<file path="src/rtl/apu_pkg.sv">
// Shared APU definitions: DMC reader state encoding, register view and address constants.
package apu_pkg;

  typedef enum logic [1:0] {
    IDLE = 2'd0,
    REQ  = 2'd1,
    FULL = 2'd2
  } dmc_state_t;

  typedef struct packed {
    logic [7:0] sample_addr_data;
    logic [7:0] sample_len_data;
    logic       loop;
    logic       irq_en;
  } dmc_t;

  localparam logic [15:0] DMC_ADDR_BASE = 16'hC000;
  localparam logic [15:0] DMC_WRAP_ADDR = 16'h8000;

  // regs[0..3] map to $4010..$4013; $4011 (direct load) is not used here.
  function automatic dmc_t dmc_extract(input logic [3:0][7:0] regs);
    dmc_t d;
    d.irq_en           = regs[0][7];
    d.loop             = regs[0][6];
    d.sample_addr_data = regs[2];
    d.sample_len_data  = regs[3];
    return d;
  endfunction

endpackage

</file>
<file path="src/rtl/dmc_memory_reader.sv">
// DMC memory reader: sample address/length sequencing, DMA byte requests and one-byte buffer.
// Optional IRQ flag is built only when APU_DMC_IRQ_EN is defined; otherwise irq is tied low.
//
// state | meaning
// IDLE  | buffer empty, waiting for cpu_clk_en with bytes remaining
// REQ   | read request outstanding on the DMA arbiter
// FULL  | sample buffer holds a byte until buf_take
module dmc_memory_reader (
  input  logic        clk,
  input  logic        rst,
  input  logic        cpu_clk_en,
  input  logic [7:0]  sample_addr_data,
  input  logic [7:0]  sample_len_data,
  input  logic        loop,
  input  logic        irq_en,
  input  logic        enable_load,
  input  logic        enable,
  output logic        mem_req,
  output logic [15:0] mem_addr,
  input  logic        mem_ack,
  input  logic [7:0]  mem_data,
  output logic        buf_valid,
  output logic [7:0]  buf_data,
  input  logic        buf_take,
  output logic        active,
  output logic        irq
);
  import apu_pkg::*;

  dmc_state_t  state_q, state_d;
  logic [15:0] cur_addr_q, cur_addr_d;
  logic [11:0] bytes_q, bytes_d;
  logic [7:0]  buf_data_q, buf_data_d;
  logic        loop_q, loop_d;
  logic        done;

  dmc_t        cfg;
  logic [15:0] start_addr;
  logic [11:0] start_len;

  assign cfg        = dmc_extract({sample_len_data, sample_addr_data, 8'h00, irq_en, loop, 6'b0});
  assign start_addr = DMC_ADDR_BASE + {2'b00, cfg.sample_addr_data, 6'b000000};
  assign start_len  = {cfg.sample_len_data, 4'b0000} + 12'd1;

  always_ff @(posedge clk) begin
    if (rst) begin
      state_q    <= IDLE;
      cur_addr_q <= DMC_ADDR_BASE;
      bytes_q    <= '0;
      buf_data_q <= '0;
      loop_q     <= 1'b0;
    end else begin
      state_q    <= state_d;
      cur_addr_q <= cur_addr_d;
      bytes_q    <= bytes_d;
      buf_data_q <= buf_data_d;
      loop_q     <= loop_d;
    end
  end

  always_comb begin
    state_d    = state_q;
    cur_addr_d = cur_addr_q;
    bytes_d    = bytes_q;
    buf_data_d = buf_data_q;
    loop_d     = loop_q;
    done       = 1'b0;
    case (state_q)
      IDLE: if (cpu_clk_en && bytes_q != 12'd0) state_d = REQ;
      REQ: begin
        if (mem_ack) begin
          state_d    = FULL;
          buf_data_d = mem_data;
          cur_addr_d = (cur_addr_q == 16'hFFFF) ? DMC_WRAP_ADDR : cur_addr_q + 16'd1;
          // A request left over from a disable completes without touching the count.
          if (bytes_q != 12'd0) begin
            bytes_d = bytes_q - 12'd1;
            if (bytes_q == 12'd1) begin
              done = 1'b1;
              if (loop_q) begin
                cur_addr_d = start_addr;
                bytes_d    = start_len;
                loop_d     = cfg.loop;
              end
            end
          end
        end
      end
      FULL: if (buf_take) state_d = IDLE;
      default: state_d = IDLE;
    endcase
    if (enable_load) begin
      if (!enable) begin
        bytes_d = '0;
      end else if (bytes_q == 12'd0) begin
        cur_addr_d = start_addr;
        bytes_d    = start_len;
        loop_d     = cfg.loop;
      end
    end
  end

  assign mem_req   = (state_q == REQ);
  assign mem_addr  = cur_addr_q;
  assign buf_valid = (state_q == FULL);
  assign buf_data  = buf_data_q;
  assign active    = (bytes_q != 12'd0);

`ifdef APU_DMC_IRQ_EN
  logic irq_q, irq_d;
  logic irq_set;

  assign irq_set = done && !loop_q && cfg.irq_en;

  always_comb begin
    irq_d = irq_q;
    if (irq_set)                         irq_d = 1'b1;
    else if (enable_load || !cfg.irq_en) irq_d = 1'b0;
  end

  always_ff @(posedge clk) begin
    if (rst) irq_q <= 1'b0;
    else     irq_q <= irq_d;
  end

  assign irq = irq_q;
`else
  logic unused_irq;
  assign unused_irq = cfg.irq_en ^ done;
  assign irq        = 1'b0;
`endif

endmodule
</file>
<file path="config.mk">
export PLATFORM = sky130hd
export DESIGN_NAME = dmc_memory_reader
export DESIGN_NICKNAME = d
export VERILOG_FILES = /design/src/rtl/apu_pkg.sv /design/src/rtl/dmc_memory_reader.sv
export SDC_FILE = /design/constraint.sdc
export NUM_CORES = 1
export LEC_CHECK = 0
export BUFFER_PORTS_ARGS = -buffer_cell sky130_fd_sc_hd__buf_2
export CAP_MARGIN = 20
export CORE_MARGIN = 1.5
export CORE_UTILIZATION = 50
export DETAILED_ROUTE_END_ITERATION = 10
export HOLD_SLACK_MARGIN = 0.05
export PLACE_DENSITY = 0.77
export SYNTH_ARGS = -nofsm -noshare
export SYNTH_HDL_FRONTEND = slang
export SYNTH_SLANG_ARGS = --single-unit
export TNS_END_PERCENT = 1
</file>
<file path="constraint.sdc">
create_clock -name clk -period 6.23 [get_ports clk]
set_input_delay 0.9345 -clock clk [delete_from_list [all_inputs] [get_ports clk]]
set_output_delay 0.9345 -clock clk [all_outputs]
set_load 0.01 [all_outputs]
</file>
==> impl_metrics.json, run 1 <==
{
  "areaGrowthSynthToFinish_pct": 17.6,
  "syn-num-nets": 295,
  "drtPass1Iterations": 4,
  "dp_hpwl_mm": 3.80,
  "grt_pass1_wl_mm": 8.51,
  "ctsResizeCount": 0,
  "cts_hold_buffers": 0,
  "rsz0062_at_grt": "no",
  "setup_viol": 0,
  "drv_slew": 0,
  "status": "finished clean",
  "power.total_mw": 1.10,
  "row_count": 23,
  "syn_avg_cell_area_um2": 8.28,
  "layout.cells.non_filler": 359,
  "cts_tree": "done",
  "cts-buffers-inserted": 5,
  "routedWlPerCell_um": 14.8,
  "finalHoldViolations": 0,
  "hold_slack_ns": 0.451,
  "critPathRequiredTime_ns": 5.30,
  "pin_count": 61,
  "cts_max_path_buffers": 2,
  "design_area_mm2": 0.00252,
  "slowest_delay_ns": 0.69,
  "drt-total-wl_mm": 5.30,
  "drive_gt1_share_pct": 23.6,
  "yosysMostFrequentCell": "dfxtp_1",
  "finalCriticalPeriod_ns": 2.75,
  "async_flop_share_pct": 0,
  "final_nets": 345,
  "worstMarginPinSlew_ns": 0.936,
  "port_buffers": 58,
  "cts.reportedPaths.clkPinSlew_ns": 0.08,
  "core_mm2": 0.00406,
  "pre_cts_ws_ns": 3.25,
  "die_width_um": 68.5,
  "synthDominantCellAreaShare_pct": 36.4,
  "initial_core_util_pct": 52.9,
  "grt_pass1_vias": 1915,
  "maxCapViolCount": 0,
  "holdCritPathClass": "flop to flop",
  "placed_cell_area_mm2": 0.00242,
  "end_kind": "output pin",
  "fin_tns_setup_ns": 0,
  "post_cts_buffers": 0,
  "synth-edff-count": 0,
  "clock_skew_ns": 0.00882,
  "place_congestion": 0.848,
  "cts_sinks": 39,
  "total_leakage_power_nw": 0.988,
  "path_cells": "nor4_1, nand4_1, buf_2",
  "cts_root_buf": "clkbuf_8",
  "die_h_um": 68.5,
  "h-tree-depth": 2,
  "crit_fanout": 6,
  "grt_max_degree": 26,
  "finish.utilization_pct": 62.1,
  "grt_overflow": 0,
  "synth.area.top_cells": "dfxtp_1 (36%), nand2_1 (5.4%), a21oi_1 (5.4%), xnor2_1 (4.1%), xor2_1 (2.9%)",
  "drt_iter0_drc": 215,
  "ys_warn_count": 0,
  "clk_latency_ns": 0.29,
  "setup_ws_ns": 3.48,
  "pwr_density_cell_mw_per_mm2": 437,
  "synth.largest_area_cell": "dfxtp_1",
  "timing.final.crit_share_pct": 44.1,
  "synthCells": 259,
  "dieArea_mm2": 0.00469,
  "cp.arrival_ns": 1.81,
  "vias_per_cell": 5.93,
  "ir_worst_vdd_uv": 188,
  "diodes": 0,
  "start_kind": "flop",
  "synth_commonest_cells": "dfxtp_1 (39), nand2_1 (31), a21oi_1 (23)",
  "antenna_found_initial": 0,
  "drc": 0,
  "detail-route-antenna-nets": 0,
  "synth-main-ff-cell": "dfxtp_1",
  "ys_ff_latch": 39,
  "slowest_stage": "nor4_1",
  "max-slew-margin-rel_pct": 37.4,
  "placed_cells": 352,
  "ys_seq_area_share_pct": 36.4,
  "synth_area_mm2": 0.00214,
  "fmax_mhz": 364,
  "num_vias": 2129,
  "worstSetupPathType": "flop to output pin",
  "grtUsageTotal_pct": 24.3,
  "synth_cell_types": 52
}
## flip-flops by register name, indices dropped and copies added, names as in the netlist
name      cells
mem_addr     16
loop_q        1
buf_data      8
bytes_q      12
state_q       2
## logic make-up after synthesis
logic type               share of synthesized area, %
XOR/XNOR                                         6.94
adder cells (fa/ha/maj)                          1.75
other                                           0.175
buffers and inverters                            4.55
AO/OA/AOI/OAI                                    19.0
AND/OR/NAND/NOR                                  30.2
multiplexers                                    0.992
flip-flops                                       36.4
## placed cells by master, fill, tap and decap left out, drive strengths merged, types with 3 or more instances in the layout
cell type,synthesis,final
or4,3,3
ha,3,3
dfxtp,39,39
nor3,11,11
nand3,10,10
nor4,10,10
xnor2,10,10
o22ai,6,6
nand2,31,31
or2,3,3
inv,5,5
clkbuf,5,6
nor2,16,16
a21oi,23,23
xor2,7,7
or3,3,3
o2bb2ai,6,6
nand4,8,8
a2111oi,3,3
buf,10,58
a22oi,6,6
and2,3,3
o21ai,4,4
and3,3,3
nand3b,6,6
## report_power, final
group / internal, mW / leakage (nW) / switching (mW)
clock: 0.117 / 0.0513 / 0.0867
sequential: 0.302 / 0.316 / 0.0586
combinational: 0.204 / 0.621 / 0.333
total: 0.624 / 0.988 / 0.478
## critical path: cells and delay by family, from the launching register on
kind	cells	cell delay, ns
buffers and inverters	1	0.21
flip-flops	1	0.36
AND/OR/NAND/NOR	2	0.95
## final timing paths
path / from / end / slack (ns) / cells after the start
worst max-delay path: bytes_q[2] / active / 3.48 / 3
worst min-delay path: buf_data[7] / buf_data[7] / 0.45 / 2
worst max register to register: bytes_q[2] / bytes_q[6] / 3.84 / 5
worst min register to register: buf_data[7] / buf_data[7] / 0.45 / 2
## area by class of cell
type                       count  area (µm²)
fill                         383        1540
timing repair buffer          58         290
sequential                    39         781
tap                           50        62.6
inverter                       5        18.8
clock buffer                   6        72.6
multi-input combinational    200        1270
clock inverter                 1        30.0
## layer usage
metal | track usage, % | routed length (µm) | vias up
met4 | 8.00 | 65 | 0
li1 | - | - | 1056
met2 | 39.9 | 2520 | 69
met3 | 6.01 | 329 | 6
met5 | 0 | 0 | -
met1 | 31.0 | 2380 | 998
No activity file was read; power rests on OpenSTA's default activity.
==> inputs of run 2 (changes only) <==
--- a/config.mk
+++ b/config.mk
@@ -5,13 +5,14 @@
 export SDC_FILE = /design/constraint.sdc
 export NUM_CORES = 1
 export LEC_CHECK = 0
+export ABC_AREA = 1
 export BUFFER_PORTS_ARGS = -buffer_cell sky130_fd_sc_hd__buf_2
 export CAP_MARGIN = 20
 export CORE_MARGIN = 1.5
-export CORE_UTILIZATION = 50
+export CORE_UTILIZATION = 48
 export DETAILED_ROUTE_END_ITERATION = 10
 export HOLD_SLACK_MARGIN = 0.05
-export PLACE_DENSITY = 0.77
+export PLACE_DENSITY = 0.76
 export SYNTH_ARGS = -nofsm -noshare
 export SYNTH_HDL_FRONTEND = slang
 export SYNTH_SLANG_ARGS = --single-unit
==> constraint.sdc (replaced) <==
create_clock -name clk -period 2.4 [get_ports clk]
set_input_delay 0.36 -clock clk [delete_from_list [all_inputs] [get_ports clk]]
set_output_delay 0.36 -clock clk [all_outputs]
set_load 0.01 [all_outputs]
==> run 2 against run 1 <==
Sequential share of layout area shrank 4.3 points. Register-to-register slack lost 3.4 ns. Worst setup slack lost 3.0 ns. Die area grew 19%. Synthesized area grew 15%. Via count grew 20%. Critical path depth grew 8. Global-route usage shrank 0.68 points. Sequential cell count is the same. Critical endpoint is now bytes_q[7].
==> impl_metrics.json, run 2 <==
{
  "cts-buffers-inserted": 5,
  "rr_worst_depth": 11,
  "rsz0062_at_grt": "no",
  "status": "finished clean",
  "clock_skew_ns": 0.00406,
  "total_leakage_power_nw": 1.48,
  "start_kind": "flop",
  "ys_ff_latch": 39,
  "synthCells": 390,
  "fin_tns_setup_ns": 0,
  "async_flop_share_pct": 0,
  "setup_viol": 0,
  "design_area_mm2": 0.00293,
  "grt_pass1_wl_mm": 10.1,
  "clk_latency_ns": 0.30,
  "drt_iter0_drc": 93,
  "synth_area_mm2": 0.00246,
  "die_width_um": 74.6,
  "p_sw_mw": 1.61,
  "dp_hpwl_mm": 4.58,
  "num_vias": 2565,
  "largest_register_ffs": 16,
  "syn-num-nets": 426,
  "synth.area.top_cells": "dfxtp_1 (32%), nand2_1 (19%), inv_1 (7.3%), nor2_1 (6.7%), a21oi_1 (5.7%)",
  "synth-edff-count": 0,
  "end_kind": "flop",
  "crit_fanout": 11,
  "maxCapViolCount": 0,
  "areaGrowthSynthToFinish_pct": 19.1,
  "timing.final.crit_share_pct": 80.9,
  "nFillCells": 514,
  "grt_overflow": 0,
  "syn_avg_cell_area_um2": 6.31,
  "diodes": 0,
  "slowest_stage": "dfxtp_1",
  "detail-route-antenna-nets": 0,
  "routedWlPerCell_um": 11.6,
  "crit_buf_inv": 1,
  "h-tree-depth": 2,
  "synth_cell_types": 33,
  "finalCriticalPeriod_ns": 1.94,
  "synth-main-ff-cell": "dfxtp_1",
  "vias_per_cell": 4.95,
  "pwr_density_cell_mw_per_mm2": 1180,
  "drt-total-wl_mm": 6.03,
  "drive_gt1_share_pct": 20.2,
  "grt_pass1_vias": 2350,
  "yosysMostFrequentCell": "nand2_1",
  "r2r-end": "bytes_q[7]",
  "fmax_mhz": 515,
  "rrSetupSlack_ns": 0.46,
  "drv_slew": 0,
  "slowest_delay_ns": 0.36,
  "drtPass1Iterations": 4,
  "synth.largest_area_cell": "dfxtp_1",
  "pin_count": 61,
  "antenna_found_initial": 0,
  "seqPwrFrac_pct": 28.9,
  "placed_cells": 510,
  "critPathRequiredTime_ns": 2.64,
  "place_congestion": 0.855,
  "finalHoldViolations": 0,
  "placed_cell_area_mm2": 0.00281,
  "post_cts_buffers": 0,
  "dieArea_mm2": 0.00557,
  "ys_seq_area_share_pct": 31.7,
  "port_buffers": 58,
  "path_cells": "inv_1, ha_1, nand2_4, nor2_8, nand2_4, nand2_8, nor2_4, nor2_1, nor2_2, nand2_1, nand2_1",
  "cts.reportedPaths.clkPinSlew_ns": 0.08,
  "critPathLaunch": "bytes_q[0]",
  "cts_hold_buffers": 0,
  "final_nets": 486,
  "synth_commonest_cells": "nand2_1 (127), inv_1 (48), nor2_1 (44)",
  "hold_slack_ns": 0.250,
  "clock_power_share_pct": 16.7,
  "cts_tree": "done",
  "ctsResizeCount": 0,
  "internal_power_mw": 1.84,
  "worstSetupPathDepth": 11,
  "holdCritPathClass": "input pin to flop",
  "core_mm2": 0.00482,
  "cts_sinks": 39,
  "cp_top_family": "simple AND/OR/NAND/NOR gates",
  "synthDominantCellAreaShare_pct": 31.7,
  "pwr-share-comb_pct": 54.4,
  "p_sw_share_pct": 46.7,
  "initial_core_util_pct": 51.1,
  "row_count": 25,
  "ir_worst_vdd_uv": 468,
  "grtUsageTotal_pct": 23.6,
  "mostFrequentLayoutCells": "nand2_1 (127), buf_2 (58), inv_1 (48), nor2_1 (44), dfxtp_1 (39)",
  "r2r-start": "bytes_q[0]",
  "cts_root_buf": "clkbuf_8",
  "die_h_um": 74.6,
  "cp.arrival_ns": 2.19,
  "worstSetupPathType": "flop to flop",
  "drc": 0,
  "crit_end": "bytes_q[7]",
  "layout.cells.non_filler": 518,
  "grt_max_degree": 25,
  "mostFrequentLayoutCell": "nand2_1",
  "cts_max_path_buffers": 2,
  "ys_warn_count": 0,
  "power.total_mw": 3.45
}
[run 2: changes by cell type in the layout (fill, tap and decap cells not counted), sizes merged, moves of 7 or more]
| cell | change |
|---|---|
| inv | +45 |
| nand2 | +101 |
| nand3 | +18 |
| nor2 | +38 |
| nor3 | -9 |
| nor4 | -10 |
| o21ai | +12 |
| xnor2 | -7 |
[run 2: kinds of logic after synthesis]
logic type                 share of synthesized area, %
and+or+nand+nor                                    42.7
buffers and inverters                              9.46
AOI/OAI and AO/OA                                  10.5
DFF                                                31.7
xor gates and xnor gates                           3.56
adders and majority gates                          1.53
other                                             0.152
muxes                                             0.407
[run 2: per-layer routing]
metal / vias to the layer above / track usage, % / share of wire, %
met5: - / 0 / 0
met4: 0 / 9.70 / 2.3
met3: 17 / 4.07 / 4.9
met2: 75 / 39.8 / 47
met1: 1130 / 29.8 / 46
li1: 1343 / - / -
[run 2: metrics by stage]
| stage | utilization (%) | setup slack (ns) |
|---|---|---|
| 3_5_place_dp | 58.4 | 0.458 |
| 2_1_floorplan | - | 0.849 |
| 6_report | 60.8 | 0.459 |
| 5_1_grt | 60.8 | 0.293 |
| 4_1_cts | 60.8 | 0.436 |
| 3_3_place_gp | 58.4 | 0.515 |
[run 2: worst min-delay path, delay by kind of cell]
kind | cells | cell delay [ns]
simple gates | 2 | 0.08
buf+inv | 1 | 0.08
[run 2: how the worst min path moves through the flow]
stage                                  start           to  slack [ns]  cells past startpoint
after global routing      sample_len_data[1]   bytes_q[5]        0.26                      3
after floorplan                          rst   state_q[1]        0.43                      1
final                     sample_len_data[1]   bytes_q[5]        0.25                      3
after global placement           buf_data[3]  buf_data[3]        0.45                      2
after detailed placement         buf_data[7]  buf_data[7]        0.45                      2
after CTS                 sample_len_data[1]   bytes_q[5]        0.25                      3
[run 2: final cells by class]
type / instances / area [µm²] / area share [%]
clock buffers: 6 / 82.6 / 2.82
clock inverters: 2 / 35.0 / 1.20
inverters: 50 / 188 / 6.40
multi-input cells: 293 / 1450 / 49.4
flip-flops and latches: 39 / 781 / 26.6
well taps: 67 / 83.8 / 2.86
repair buffers: 61 / 313 / 10.7
[run 2: power by group through the flow]
| stage | clock, mW | sequential [mW] | combinational [mW] |
|---|---|---|---|
| global placement | 0 | 1.00 | 1.84 |
| detailed placement | 0 | 1.01 | 1.88 |
| global route | 0.611 | 1.03 | 2.15 |
| CTS | 0.585 | 0.997 | 1.89 |
| floorplan | 0 | 1.01 | 1.41 |
| finish | 0.577 | 0.998 | 1.88 |
==> inputs of run 3 (changes only) <==
--- a/config.mk
+++ b/config.mk
@@ -9,7 +9,7 @@
 export BUFFER_PORTS_ARGS = -buffer_cell sky130_fd_sc_hd__buf_2
 export CAP_MARGIN = 20
 export CORE_MARGIN = 1.5
-export CORE_UTILIZATION = 48
+export CORE_UTILIZATION = 50
 export DETAILED_ROUTE_END_ITERATION = 10
 export HOLD_SLACK_MARGIN = 0.05
 export PLACE_DENSITY = 0.76
==> constraint.sdc (replaced) <==
create_clock -name clk -period 1.9 [get_ports clk]
set_input_delay 0.285 -clock clk [delete_from_list [all_inputs] [get_ports clk]]
set_output_delay 0.285 -clock clk [all_outputs]
set_load 0.01 [all_outputs]
==> run 3 against run 2 <==
Power grew 27%. Utilization rose by 2.2 points. First-iteration DRC count up 66%. Largest power group unchanged. Wire length increased by 2.6%. Combinational power is 30% higher. Critical endpoint is now active.
==> impl_metrics.json, run 3 (synthesis results as in run 2) <==
{
  "internal_power_mw": 2.32,
  "grt_overflow": 0,
  "h-tree-depth": 2,
  "vias_per_cell": 5.00,
  "die_h_um": 73.2,
  "rsz0062_at_grt": "no",
  "cts_tree": "done",
  "setup_viol": 0,
  "mostFrequentLayoutCells": "nand2_1 (127), buf_2 (58), inv_1 (48), nor2_1 (44), dfxtp_1 (39)",
  "drv_slew": 0,
  "clock_power_share_pct": 15.7,
  "drt-total-wl_mm": 6.19,
  "power.total_mw": 4.39,
  "antenna_found_initial": 0,
  "pwr-share-comb_pct": 55.9,
  "routedWlPerCell_um": 11.8,
  "initial_core_util_pct": 52.1,
  "crit_fanout": 5,
  "placed_cells": 516,
  "status": "finished clean",
  "pin_count": 61,
  "diodes": 0,
  "cts_root_buf": "clkbuf_8",
  "drive_gt1_share_pct": 21.4,
  "holdCritPathClass": "input pin to flop",
  "cts_sinks": 39,
  "fmax_mhz": 575,
  "maxCapViolCount": 0,
  "dieArea_mm2": 0.00535,
  "grt_max_degree": 25,
  "areaGrowthSynthToFinish_pct": 21.0,
  "layout.cells.non_filler": 524,
  "num_vias": 2620,
  "grt_pass1_wl_mm": 10.4,
  "cts_max_path_buffers": 2,
  "die_width_um": 73.2,
  "place_congestion": 0.883,
  "drc": 0,
  "core_mm2": 0.00472,
  "cp.arrival_ns": 1.45,
  "grtUsageTotal_pct": 24.8,
  "p_sw_share_pct": 47.2,
  "start_kind": "flop",
  "mostFrequentLayoutCell": "nand2_1",
  "ir_worst_vdd_uv": 699,
  "end_kind": "output pin",
  "finalHoldViolations": 0,
  "hold_slack_ns": 0.169,
  "cts.reportedPaths.clkPinSlew_ns": 0.08,
  "fin_tns_setup_ns": 0,
  "row_count": 25,
  "clock_skew_ns": 0.00450,
  "final_nets": 493,
  "drt_iter0_drc": 154,
  "pwr_density_cell_mw_per_mm2": 1470,
  "finalCriticalPeriod_ns": 1.74,
  "p_sw_mw": 2.07,
  "detail-route-antenna-nets": 0,
  "port_buffers": 58,
  "grt_pass1_vias": 2492,
  "clk_latency_ns": 0.30,
  "critPathRequiredTime_ns": 1.62,
  "worstSetupPathType": "flop to output pin",
  "seqPwrFrac_pct": 28.4,
  "largest_register_ffs": 16,
  "timing.final.crit_share_pct": 91.5,
  "drtPass1Iterations": 4,
  "total_leakage_power_nw": 1.51,
  "cts-buffers-inserted": 5,
  "dp_hpwl_mm": 4.74
}
[run 3: worst max-delay path: stages (launching register included)]
cell and delay [ns]:
dfxtp_1 0.33, inv_1 0.09, ha_2 0.24, nand2_4 0.09, nor2_8 0.14, nand2_4 0.10, buf_2 0.16
[run 3: worst paths after layout]
path,from,endpoint,slack (ns),cells after the start
hold reg to reg,buf_data[7],buf_data[7],0.47,2
setup / recovery,bytes_q[0],active,0.16,6
setup reg to reg,bytes_q[0],bytes_q[6],0.16,11
hold / removal,sample_len_data[1],bytes_q[5],0.17,3
[run 3: timing repair]
item	in CTS	in global routing
buffers inserted	0	1
hold buffers	0	0
setup endpoints to repair	0	12
gates resized for setup	0	2
[run 3: cell type report]
cell class	count	area (µm²)
sequential	39	781
fill	468	1740
multi-input combinational	293	1460
clock buffer	5	68.8
timing repair buffer	68	365
clock inverter	2	37.5
inverter	50	188
tap	67	83.8
[run 3: layer usage]
metal | wire [µm] | share of wire, % | track usage, %
met4 | 114 | 1.8 | 6.50
met1 | 2880 | 47 | 31.2
met3 | 339 | 5.5 | 6.49
met2 | 2860 | 46 | 42.0
met5 | 0 | 0 | 0
[run 3: power groups by stage]
stage / clock network [mW] / registers, mW / logic [mW]
floorplan: 0 / 1.28 / 1.78
CTS: 0.692 / 1.25 / 2.44
detailed placement: 0 / 1.26 / 2.42
global route: 0.731 / 1.28 / 2.75
global placement: 0 / 1.25 / 2.36
finish: 0.687 / 1.25 / 2.45
[run 3: stage by stage]
stage / area (µm²) / util [%] / setup WS [ns]
6_report: 2980 / 63.1 / 0.161
3_5_place_dp: 2860 / 60.5 / 0.102
5_1_grt: 2980 / 63.1 / 0.0243
2_1_floorplan: 2460 / - / 0.349
3_3_place_gp: 2860 / 60.5 / 0.156
4_1_cts: 2960 / 62.8 / 0.0728
